--- src/rtl/mips_pkg.sv ---
// Shared definitions for the single-cycle MIPS core: opcodes, fetch states,
// instruction width and the branch-offset helper used by next-PC logic.
package mips_pkg;

  localparam int INSTR_W = 32;

  localparam logic [5:0] OP_RTYPE = 6'b000000;
  localparam logic [5:0] OP_LW    = 6'b100011;
  localparam logic [5:0] OP_SW    = 6'b101011;
  localparam logic [5:0] OP_BEQ   = 6'b000100;
  localparam logic [5:0] OP_J     = 6'b000010;
  localparam logic [5:0] OP_ADDI  = 6'b001000;
  localparam logic [5:0] OP_ANDI  = 6'b001100;

  typedef enum logic [1:0] {
    S_REQ  = 2'd0,
    S_WAIT = 2'd1,
    S_EXEC = 2'd2,
    S_ERR  = 2'd3
  } fetch_state_t;

  // Sign-extended immediate scaled to a byte offset (word-aligned by construction).
  function automatic logic [31:0] branch_offset(input logic [15:0] imm);
    return {{14{imm[15]}}, imm, 2'b00};
  endfunction

endpackage

--- src/rtl/if_stage_if.sv ---
// Instruction-memory request/acknowledge bus between the fetch stage
// (master) and the instruction memory (slave). Read data is valid with ack.
interface if_stage_if;
  import mips_pkg::*;

  logic               imem_req;
  logic [31:0]        imem_addr;
  logic               imem_ack;
  logic [INSTR_W-1:0] imem_rdata;

  modport master (
    output imem_req,
    output imem_addr,
    input  imem_ack,
    input  imem_rdata
  );

  modport slave (
    input  imem_req,
    input  imem_addr,
    output imem_ack,
    output imem_rdata
  );

endinterface

--- src/rtl/next_pc_calc.sv ---
// Next-PC selection for the fetch stage. Priority: jump, then taken beq,
// then the sequential pc+4. All sources are word-aligned, so pc[1:0] stays 0.
module next_pc_calc
  import mips_pkg::*;
(
  input  logic [31:0]        pc_plus4,
  input  logic [INSTR_W-1:0] instr,
  input  logic               branch,
  input  logic               jump,
  input  logic               zero,
  output logic [31:0]        next_pc
);

  logic [31:0] branch_target;
  logic [31:0] jump_target;
  logic [5:0]  unused_opcode;

  assign branch_target = pc_plus4 + branch_offset(instr[15:0]);
  assign jump_target   = {pc_plus4[31:28], instr[25:0], 2'b00};
  assign unused_opcode = instr[31:26];

  // Pick the next PC source with jump taking precedence over a taken branch.
  always_comb begin
    next_pc = pc_plus4;
    if (jump) begin
      next_pc = jump_target;
    end else if (branch && zero) begin
      next_pc = branch_target;
    end
  end

endmodule

--- src/rtl/if_stage.sv ---
// Instruction-fetch stage: holds the architectural PC, fetches one
// instruction per step over the imem req/ack bus and commits the next PC
// when the datapath reports exec_done.
// Optional: define IF_FETCH_TIMEOUT_EN to add a fetch timeout that parks
// the stage in an error state (fetch_err) until reset.
module if_stage
  import mips_pkg::*;
#(
  parameter logic [31:0] RESET_PC    = 32'h0000_0000,
  parameter int          TIMEOUT_CYC = 16
) (
  input  logic               clk,
  input  logic               rst_n,
  if_stage_if.master         imem,
  output logic [INSTR_W-1:0] instr,
  output logic [5:0]         opcode,
  output logic               instr_valid,
  output logic [31:0]        pc,
  output logic [31:0]        pc_plus4,
  input  logic               branch,
  input  logic               jump,
  input  logic               zero,
  input  logic               exec_done
`ifdef IF_FETCH_TIMEOUT_EN
  ,
  output logic               fetch_err
`endif
);

  fetch_state_t state, state_nx;
  logic [31:0]  next_pc;
  logic         fetching;

  assign fetching       = (state == S_REQ) || (state == S_WAIT);
  assign pc_plus4       = pc + 32'd4;
  assign opcode         = instr[31:26];
  assign imem.imem_addr = pc;

  next_pc_calc u_next_pc (
    .pc_plus4 (pc_plus4),
    .instr    (instr),
    .branch   (branch),
    .jump     (jump),
    .zero     (zero),
    .next_pc  (next_pc)
  );

`ifdef IF_FETCH_TIMEOUT_EN
  localparam logic [15:0] TIMEOUT_LAST = 16'(TIMEOUT_CYC - 1);
  logic [15:0] wait_cnt;
  logic        timed_out;

  assign timed_out = (wait_cnt == TIMEOUT_LAST);

  // Count fetch cycles without ack; restart whenever a new fetch begins.
  always_ff @(posedge clk or negedge rst_n) begin
    if (!rst_n) begin
      wait_cnt <= '0;
    end else if (state == S_EXEC && exec_done) begin
      wait_cnt <= '0;
    end else if (fetching && !imem.imem_ack) begin
      wait_cnt <= wait_cnt + 16'd1;
    end
  end
`else
  logic        timed_out;
  logic [31:0] unused_timeout;

  assign timed_out      = 1'b0;
  assign unused_timeout = 32'(TIMEOUT_CYC);
`endif

  // State register; reset restarts the fetch from the request state.
  always_ff @(posedge clk or negedge rst_n) begin
    if (!rst_n) begin
      state <= S_REQ;
    end else begin
      state <= state_nx;
    end
  end

  // Next-state logic for the fetch handshake and execute hand-off.
  always_comb begin
    state_nx = state;
    case (state)
      S_REQ, S_WAIT: begin
        if (imem.imem_ack) begin
          state_nx = S_EXEC;
        end else if (timed_out) begin
          state_nx = S_ERR;
        end else begin
          state_nx = S_WAIT;
        end
      end
      S_EXEC: begin
        if (exec_done) begin
          state_nx = S_REQ;
        end
      end
      S_ERR:   state_nx = S_ERR;
      default: state_nx = S_REQ;
    endcase
  end

  // Outputs decoded from state; the request is gated by reset so it drops at once.
  always_comb begin
    imem.imem_req = rst_n && fetching;
    instr_valid   = (state == S_EXEC);
`ifdef IF_FETCH_TIMEOUT_EN
    fetch_err     = (state == S_ERR);
`endif
  end

  // Latch the fetched instruction on ack and commit the PC on exec_done.
  always_ff @(posedge clk or negedge rst_n) begin
    if (!rst_n) begin
      pc    <= RESET_PC;
      instr <= '0;
    end else begin
      if (fetching && imem.imem_ack) begin
        instr <= imem.imem_rdata;
      end
      if (state == S_EXEC && exec_done) begin
        pc <= next_pc;
      end
    end
  end

endmodule

--- src/flat_wrapper.sv ---
// flat-port wrapper written by rule: the top's interface ports become plain ports
module if_stage_flat import mips_pkg::*;
#(
  parameter logic [31:0] RESET_PC    = 32'h0000_0000,
  parameter int          TIMEOUT_CYC = 16
)
  (clk, rst_n, instr, opcode, instr_valid, pc, pc_plus4, branch, jump, zero, exec_done, imem_imem_req, imem_imem_addr, imem_imem_ack, imem_imem_rdata);
  if_stage_if imem_i ();
  input  logic clk;
  input  logic rst_n;
  output logic [INSTR_W-1:0] instr;
  output logic [5:0] opcode;
  output logic instr_valid;
  output logic [31:0] pc;
  output logic [31:0] pc_plus4;
  input  logic branch;
  input  logic jump;
  input  logic zero;
  input  logic exec_done;
  output wire logic [$bits(imem_i.imem_req)-1:0] imem_imem_req;
  output wire logic [$bits(imem_i.imem_addr)-1:0] imem_imem_addr;
  input wire logic [$bits(imem_i.imem_ack)-1:0] imem_imem_ack;
  input wire logic [$bits(imem_i.imem_rdata)-1:0] imem_imem_rdata;
  assign imem_imem_req = imem_i.imem_req;
  assign imem_imem_addr = imem_i.imem_addr;
  assign imem_i.imem_ack = imem_imem_ack;
  assign imem_i.imem_rdata = imem_imem_rdata;
  if_stage #(.RESET_PC(RESET_PC), .TIMEOUT_CYC(TIMEOUT_CYC)) u_core (.clk(clk), .rst_n(rst_n), .imem(imem_i), .instr(instr), .opcode(opcode), .instr_valid(instr_valid), .pc(pc), .pc_plus4(pc_plus4), .branch(branch), .jump(jump), .zero(zero), .exec_done(exec_done));
endmodule
--- config.mk ---
export PLATFORM = sky130hd
export DESIGN_NAME = if_stage_flat
export DESIGN_NICKNAME = d
export VERILOG_FILES = /design/src/rtl/mips_pkg.sv /design/src/rtl/if_stage_if.sv /design/src/rtl/next_pc_calc.sv /design/src/rtl/if_stage.sv /design/src/flat_wrapper.sv
export SDC_FILE = /design/constraint.sdc
export NUM_CORES = 1
export LEC_CHECK = 0
export CORE_UTILIZATION = 40
export CTS_CLUSTER_DIAMETER = 50
export DETAILED_ROUTE_END_ITERATION = 12
export PLACE_DENSITY = 0.71
export SLEW_MARGIN = 20
export SYNTH_ARGS = -nofsm -noshare
export SYNTH_HDL_FRONTEND = slang
export SYNTH_SLANG_ARGS = --single-unit
--- constraint.sdc ---
create_clock -name clk -period 3.5 [get_ports clk]
set_input_delay 0.7 -clock clk [delete_from_list [all_inputs] [get_ports clk]]
set_output_delay 0.7 -clock clk [all_outputs]
set_load 0.1 [all_outputs]
==> Word level (Yosys, flattened, before mapping) <==
Index checks and enable logic that the tools add are counted.
{ "classes": {"n_reduce_logical": 7, "addsub": 2, "muxes": 5, "n_eq_ne": 4} }
{ "ops": {"columns": ["cell", "count"], "rows": [
  ["32-bit two-way mux", 2],
  ["32-bit by 3-bit adder with 32-bit output, second input constant", 1],
  ["32-bit adder", 1],
  ["2-bit case mux with 3 select lines", 1],
  ["2-bit equality test, second input constant", 2],
  ["1-bit logical AND", 4],
  ["2-bit two-way mux", 2],
  ["2-bit by 1-bit equality test with 1-bit output, second input constant", 1],
  ["2-bit logical NOT", 1],
  ["2-bit by 1-bit inequality test with 1-bit output, second input constant", 1],
  ["2-bit OR reduction", 1],
  ["1-bit logical OR", 1]
]} }
{ "word_totals": {"regBits": 66, "input_bits": 39} }

==> Longest topological paths before layout <==
{ "depth": {"word_depth": 4, "mapped_depth": 17, "mapped_depth_nobuf": 16} }

==> By module <==
From an unflattened synthesis, not the netlist that was laid out.
{ "unflattened": {"cells_unflattened": 595, "area_unflattened_um2": 5562.8} }
{ "modules_own_cells": {"columns": ["mod", "seq_area_each_um2", "n_inst", "cells_each", "area_each_um2"], "rows": [
  ["if_stage", 1651.6, 1, 268, 3335.7],
  ["next_pc_calc", 0.0, 1, 327, 2227.1]
]} }

==> Worst setup path before layout <==
No wires, ideal clock.
{ "synth_path": {"kind": "register -> register", "start": "register u_core.pc[2] (netlist: u_core.imem.imem_addr[2])", "end": "register u_core.pc[29] (netlist: u_core.imem.imem_addr[29])", "arrival_time_ns": 5.558, "stages_incl_launch_ff": 16, "period_less_slack_ns": 5.684, "path_slack_ns": -2.184, "setup_time_ns": 0.126, "cell_sequence": "dfrtp_1 -> ha_1 -> nand2_1 -> nor3_4 -> nand4_1 -> xnor2_1 -> ha_1 -> clkdlybuf4s18_2 -> a21oi_1 -> nor3b_1 -> o311ai_1 -> o211ai_1 -> nor2_1 -> a311oi_1 -> xor2_1 -> o21ai_1"} }
{ "synth_between": {"elab_chain_len": 4} }
{ "synth_lines": {"columns": ["item", "line_no", "source"], "rows": [
  ["from (decl)", "if_stage.sv:18", "output logic [31:0] pc,"],
  ["from (signal assigned)", "if_stage.sv:124", "pc <= next_pc;"],
  ["32-bit by 3-bit adder with 32-bit output", "if_stage.sv:35", "assign pc_plus4 = pc + 32'd4;"],
  ["named net pc_plus4[18]", "flat_wrapper.sv:15", "output logic [31:0] pc_plus4;"],
  ["32-bit adder", "next_pc_calc.sv:18", "assign branch_target = pc_plus4 + branch_offset(instr[15:0]);"],
  ["32-bit two-way mux", "next_pc_calc.sv:27", "end else if (branch && zero) begin"],
  ["32-bit two-way mux", "next_pc_calc.sv:25", "if (jump) begin"]
]} }
The timed path passes the listed nets, and every way through them passes these cells.
A chain may end at the register's enable or synchronous reset.

==> Worst setup path in the final report <==
{ "layout_path": {"start": "register u_core.pc[3] (netlist: u_core.imem.imem_addr[3])", "end": "register u_core.pc[30] (netlist: u_core.imem.imem_addr[30])"} }
{ "layout_between": {"elab_chain_len": 4} }
{ "layout_lines": {"columns": ["item", "line_no"], "rows": [
  ["32-bit by 3-bit adder with 32-bit output (*)", "if_stage.sv:35"],
  ["32-bit adder", "next_pc_calc.sv:18"],
  ["32-bit two-way mux", "next_pc_calc.sv:27"],
  ["32-bit two-way mux (*)", "next_pc_calc.sv:25"]
]} }
Mark *: on every way between the ends. The rest lies on a longest branch, timed or not.

==> run_results.csv <==
group,metric,value,unit
cts,clock_latency,340,ps
logic_synthesis,yosysWarningCount,0,
placed_design,port_buffers,168,
cts,ctsHtreeMaxLevel,3,
finish,utilization,64.6,%
grt,grt_pass1_wl,27.3,mm
floorplan,initial_core_util,41.1,%
placed_design,placedCellCount,944,
detailed_routing,dr_total_vias,5431,
setup_path,cp_slowest_cell,"a221o_2",
setup_path,worstRegToRegCells,16,
setup_path,cp.required,3710,ps
grt,grt_max_degree,65,
timing,period_share,96.5,%
timing,rsz0062_at_grt,"yes",
detailed_routing,post_drt_via_cell_ratio,5.52,
timing,worst_slew_pin_slew,997,ps
setup_path,worstPathArrival,3590,ps
setup_path,ff2ff_setup_slack,120,ps
logic_synthesis,syn_area_per_cell,8.75,um^2
hold_path,hold_depth,1,
cts,clk_pin_slew,60,ps
finish,fillCellCount,1112,
floorplan,die_h,119,um
logic_synthesis,synth_top_area_share,29.4,%
finish,nets,878,
detailed_routing,drt_pass1_iterations,5,
logic_synthesis,yosysTopAreaCell,"dfrtp_1",
timing,max-slew-margin-rel,33.3,%
grt,track_usage,25.0,%
run_status,outcome,"finished, final reports clean",
timing,setup_viol,0,
logic_synthesis,synth_edf_count,0,
detailed_routing,wl_per_cell,18.1,um
placed_design,placed_area,7820,um^2
floorplan,die_x,119,um
logic_synthesis,ys_seq_area_share,29.4,%
logic_synthesis,synthArstFlopShare,100,%
floorplan,dieArea,14100,um^2
finish,drive_gt1_share,42.1,%
cts,cts_tree,"yes",
placed_design,place_hpwl,13.3,mm
detailed_routing,wl,17.8,mm
floorplan,row_count,42,
cts,cts-root-buf,"clkbuf_16",
setup_path,cp_max_fo,4,
timing,slew_violations,0,
logic_synthesis,synth.distinct_cells,68,
finish,multiInputGateArea,4230,um^2
detailed_routing,drtIter0Drc,437,
setup_path,startpoint_type,"flop",
logic_synthesis,netlist_area,5440,um^2
grt,grt-ovfl-total,0,
floorplan,core_region_area,13200,um^2
cts,hold_buffers,0,
logic_synthesis,synth-seq-cells,64,
setup_path,critical_path_class,"flop to flop",
logic_synthesis,syn_inst,622,
flow_run,maxCapViolations,0,
logic_synthesis,ys.flop_type,"dfrtp_1",
logic_synthesis,synthTopCellsByCount,"nand2_1, dfrtp_1, a21oi_1, buf_4, o21ai_0",
finish,areaGrowthSynthToFinish,57.2,%
timing,max_freq,0.296,GHz
setup_path,max_stage_delay,440,ps
grt,grt_pass1_vias,5123,
finish,register_area,1660,um^2
finish,finalNonFillerCells,983,
cts,cts_num_sinks,64,
timing,final_hold_viol_count,0,
floorplan,ios,175,
grt,antenna_found_initial,0,
cts,clockBufferDepth,2,
setup_path,crit_top_cell,"buf_6",
timing,finalCriticalPeriod,3380,ps
logic_synthesis,yosysMostFrequentCell,"nand2_1",
setup_path,crit_chain,"buf_6 -> nand3_4 -> nor3_4 -> buf_6 -> and3_4 -> xor2_4 -> ha_4 -> a21oi_1 -> o21ai_1 -> nand2_1 -> nand2_2 -> a221o_2 -> a41oi_4 -> o21ai_2 -> xnor2_1 -> o211ai_1",
logic_synthesis,synth.area.top_cells,"dfrtp_1, ha_1, mux2_2",
placed_design,gp_congestion,0.892,
setup_path,critPathCaptureType,"flop",
timing,whs,534,ps
detailed_routing,drtAntennaViolNets,0,
cts,numCtsBuffers,9,
detailed_routing,route.detailed.drc,0,
hold_path,hp-class,"flop to flop",
finish,final_cell_area,8550,um^2
finish,n_antenna_cell,0,
timing,clock_skew,10.3,ps
[timing repair]
action	in CTS	in global routing
buffers inserted	4	19
pin swaps	4	36
setup endpoints to repair	7	15
resized for setup	2	53
[cell families after synthesis]
family	after synthesis	share of synthesized area (%)
AND/OR/NAND/NOR	184	17.1
buffers and inverters	80	9.29
AO/OA/AOI/OAI	170	20.1
multiplexers	34	6.99
other	1	0.0689
adder cells (fa/ha/maj)	37	8.65
flip-flops	64	29.4
XOR/XNOR	52	8.37
[registers in the layout, indices dropped and copies added (netlist names)]
register / count
u_core.state: 2
u_core.instr: 32
u_core.imem.imem_addr: 30
[per-stage QoR]
step                setup slack, ps  TNS [ps]
global placement               -129      -211
global route                  -54.9      -221
CTS                            6.29         0
finish                          121         0
floorplan                      -580     -6000
detailed placement             -151      -212
[worst paths after layout]
| check | startpoint | to |
|---|---|---|
| max | u_core.imem.imem_addr[3]$_DFFE_PN0P_ | u_core.imem.imem_addr[30]$_DFFE_PN0P_ |
| min | u_core.instr[31]$_DFFE_PN0P_ | u_core.instr[31]$_DFFE_PN0P_ |
| max reg2reg | u_core.imem.imem_addr[3]$_DFFE_PN0P_ | u_core.imem.imem_addr[30]$_DFFE_PN0P_ |
| min reg2reg | u_core.instr[31]$_DFFE_PN0P_ | u_core.instr[31]$_DFFE_PN0P_ |
| max in group asynchronous | rst_n | u_core.imem.imem_addr[2]$_DFFE_PN0P_ |
| min in group asynchronous | rst_n | u_core.imem.imem_addr[6]$_DFFE_PN0P_ |
[critical path, delay by kind of cell (launching register included)]
| family | cells | cell delay [ps] |
|---|---|---|
| buffers and inverters | 2 | 260 |
| AOI/OAI and AO/OA | 6 | 1130 |
| and+or+nand+nor | 5 | 780 |
| xor gates and xnor gates | 2 | 410 |
| adders and majority gates | 1 | 240 |
| DFF | 1 | 430 |
[area by class of cell]
class                   count  area share, %
multi-input cells         483           49.5
clock inverters             6          0.527
well taps                 176           2.58
flip-flops and latches     64           19.5
repair buffers            235           24.9
inverters                   9          0.395
clock buffers              10           2.68
[layer usage]
layer  vias up  track usage, %  wire [um]
li1       2578               -          -
met5         -               0          0
met3        15            4.58       1170
met4         0            6.25        206
met1      2625            34.9       8090
met2       213            39.8       8280
[cell usage in the layout (no fill, tap or decap), drive strengths merged, types with 3 or more instances in the layout]
| cell type | n |
|---|---|
| buf | 166 |
| clkdlybuf4s50 | 69 |
| nand2 | 67 |
| dfrtp | 64 |
| o21ai | 52 |
| a21oi | 44 |
| ha | 36 |
| mux2 | 32 |
| xnor2 | 32 |
| nor2 | 26 |
| nand3 | 26 |
| xor2 | 20 |
| o211ai | 16 |
| a21o | 14 |
| nand4 | 13 |
| and3 | 11 |
| clkbuf | 10 |
| inv | 10 |
| a211oi | 10 |
| nor3 | 9 |
| and2 | 7 |
| conb | 6 |
| nor2b | 6 |
| a31oi | 6 |
| nand2b | 5 |
| clkinv | 5 |
| or3 | 4 |
| o21a | 3 |
| a311oi | 3 |
| o21bai | 3 |
| a41oi | 3 |
Power is left out: the tool's default activity adds up to more than one toggle a clock period on the data nets, which glitch-free logic cannot reach.
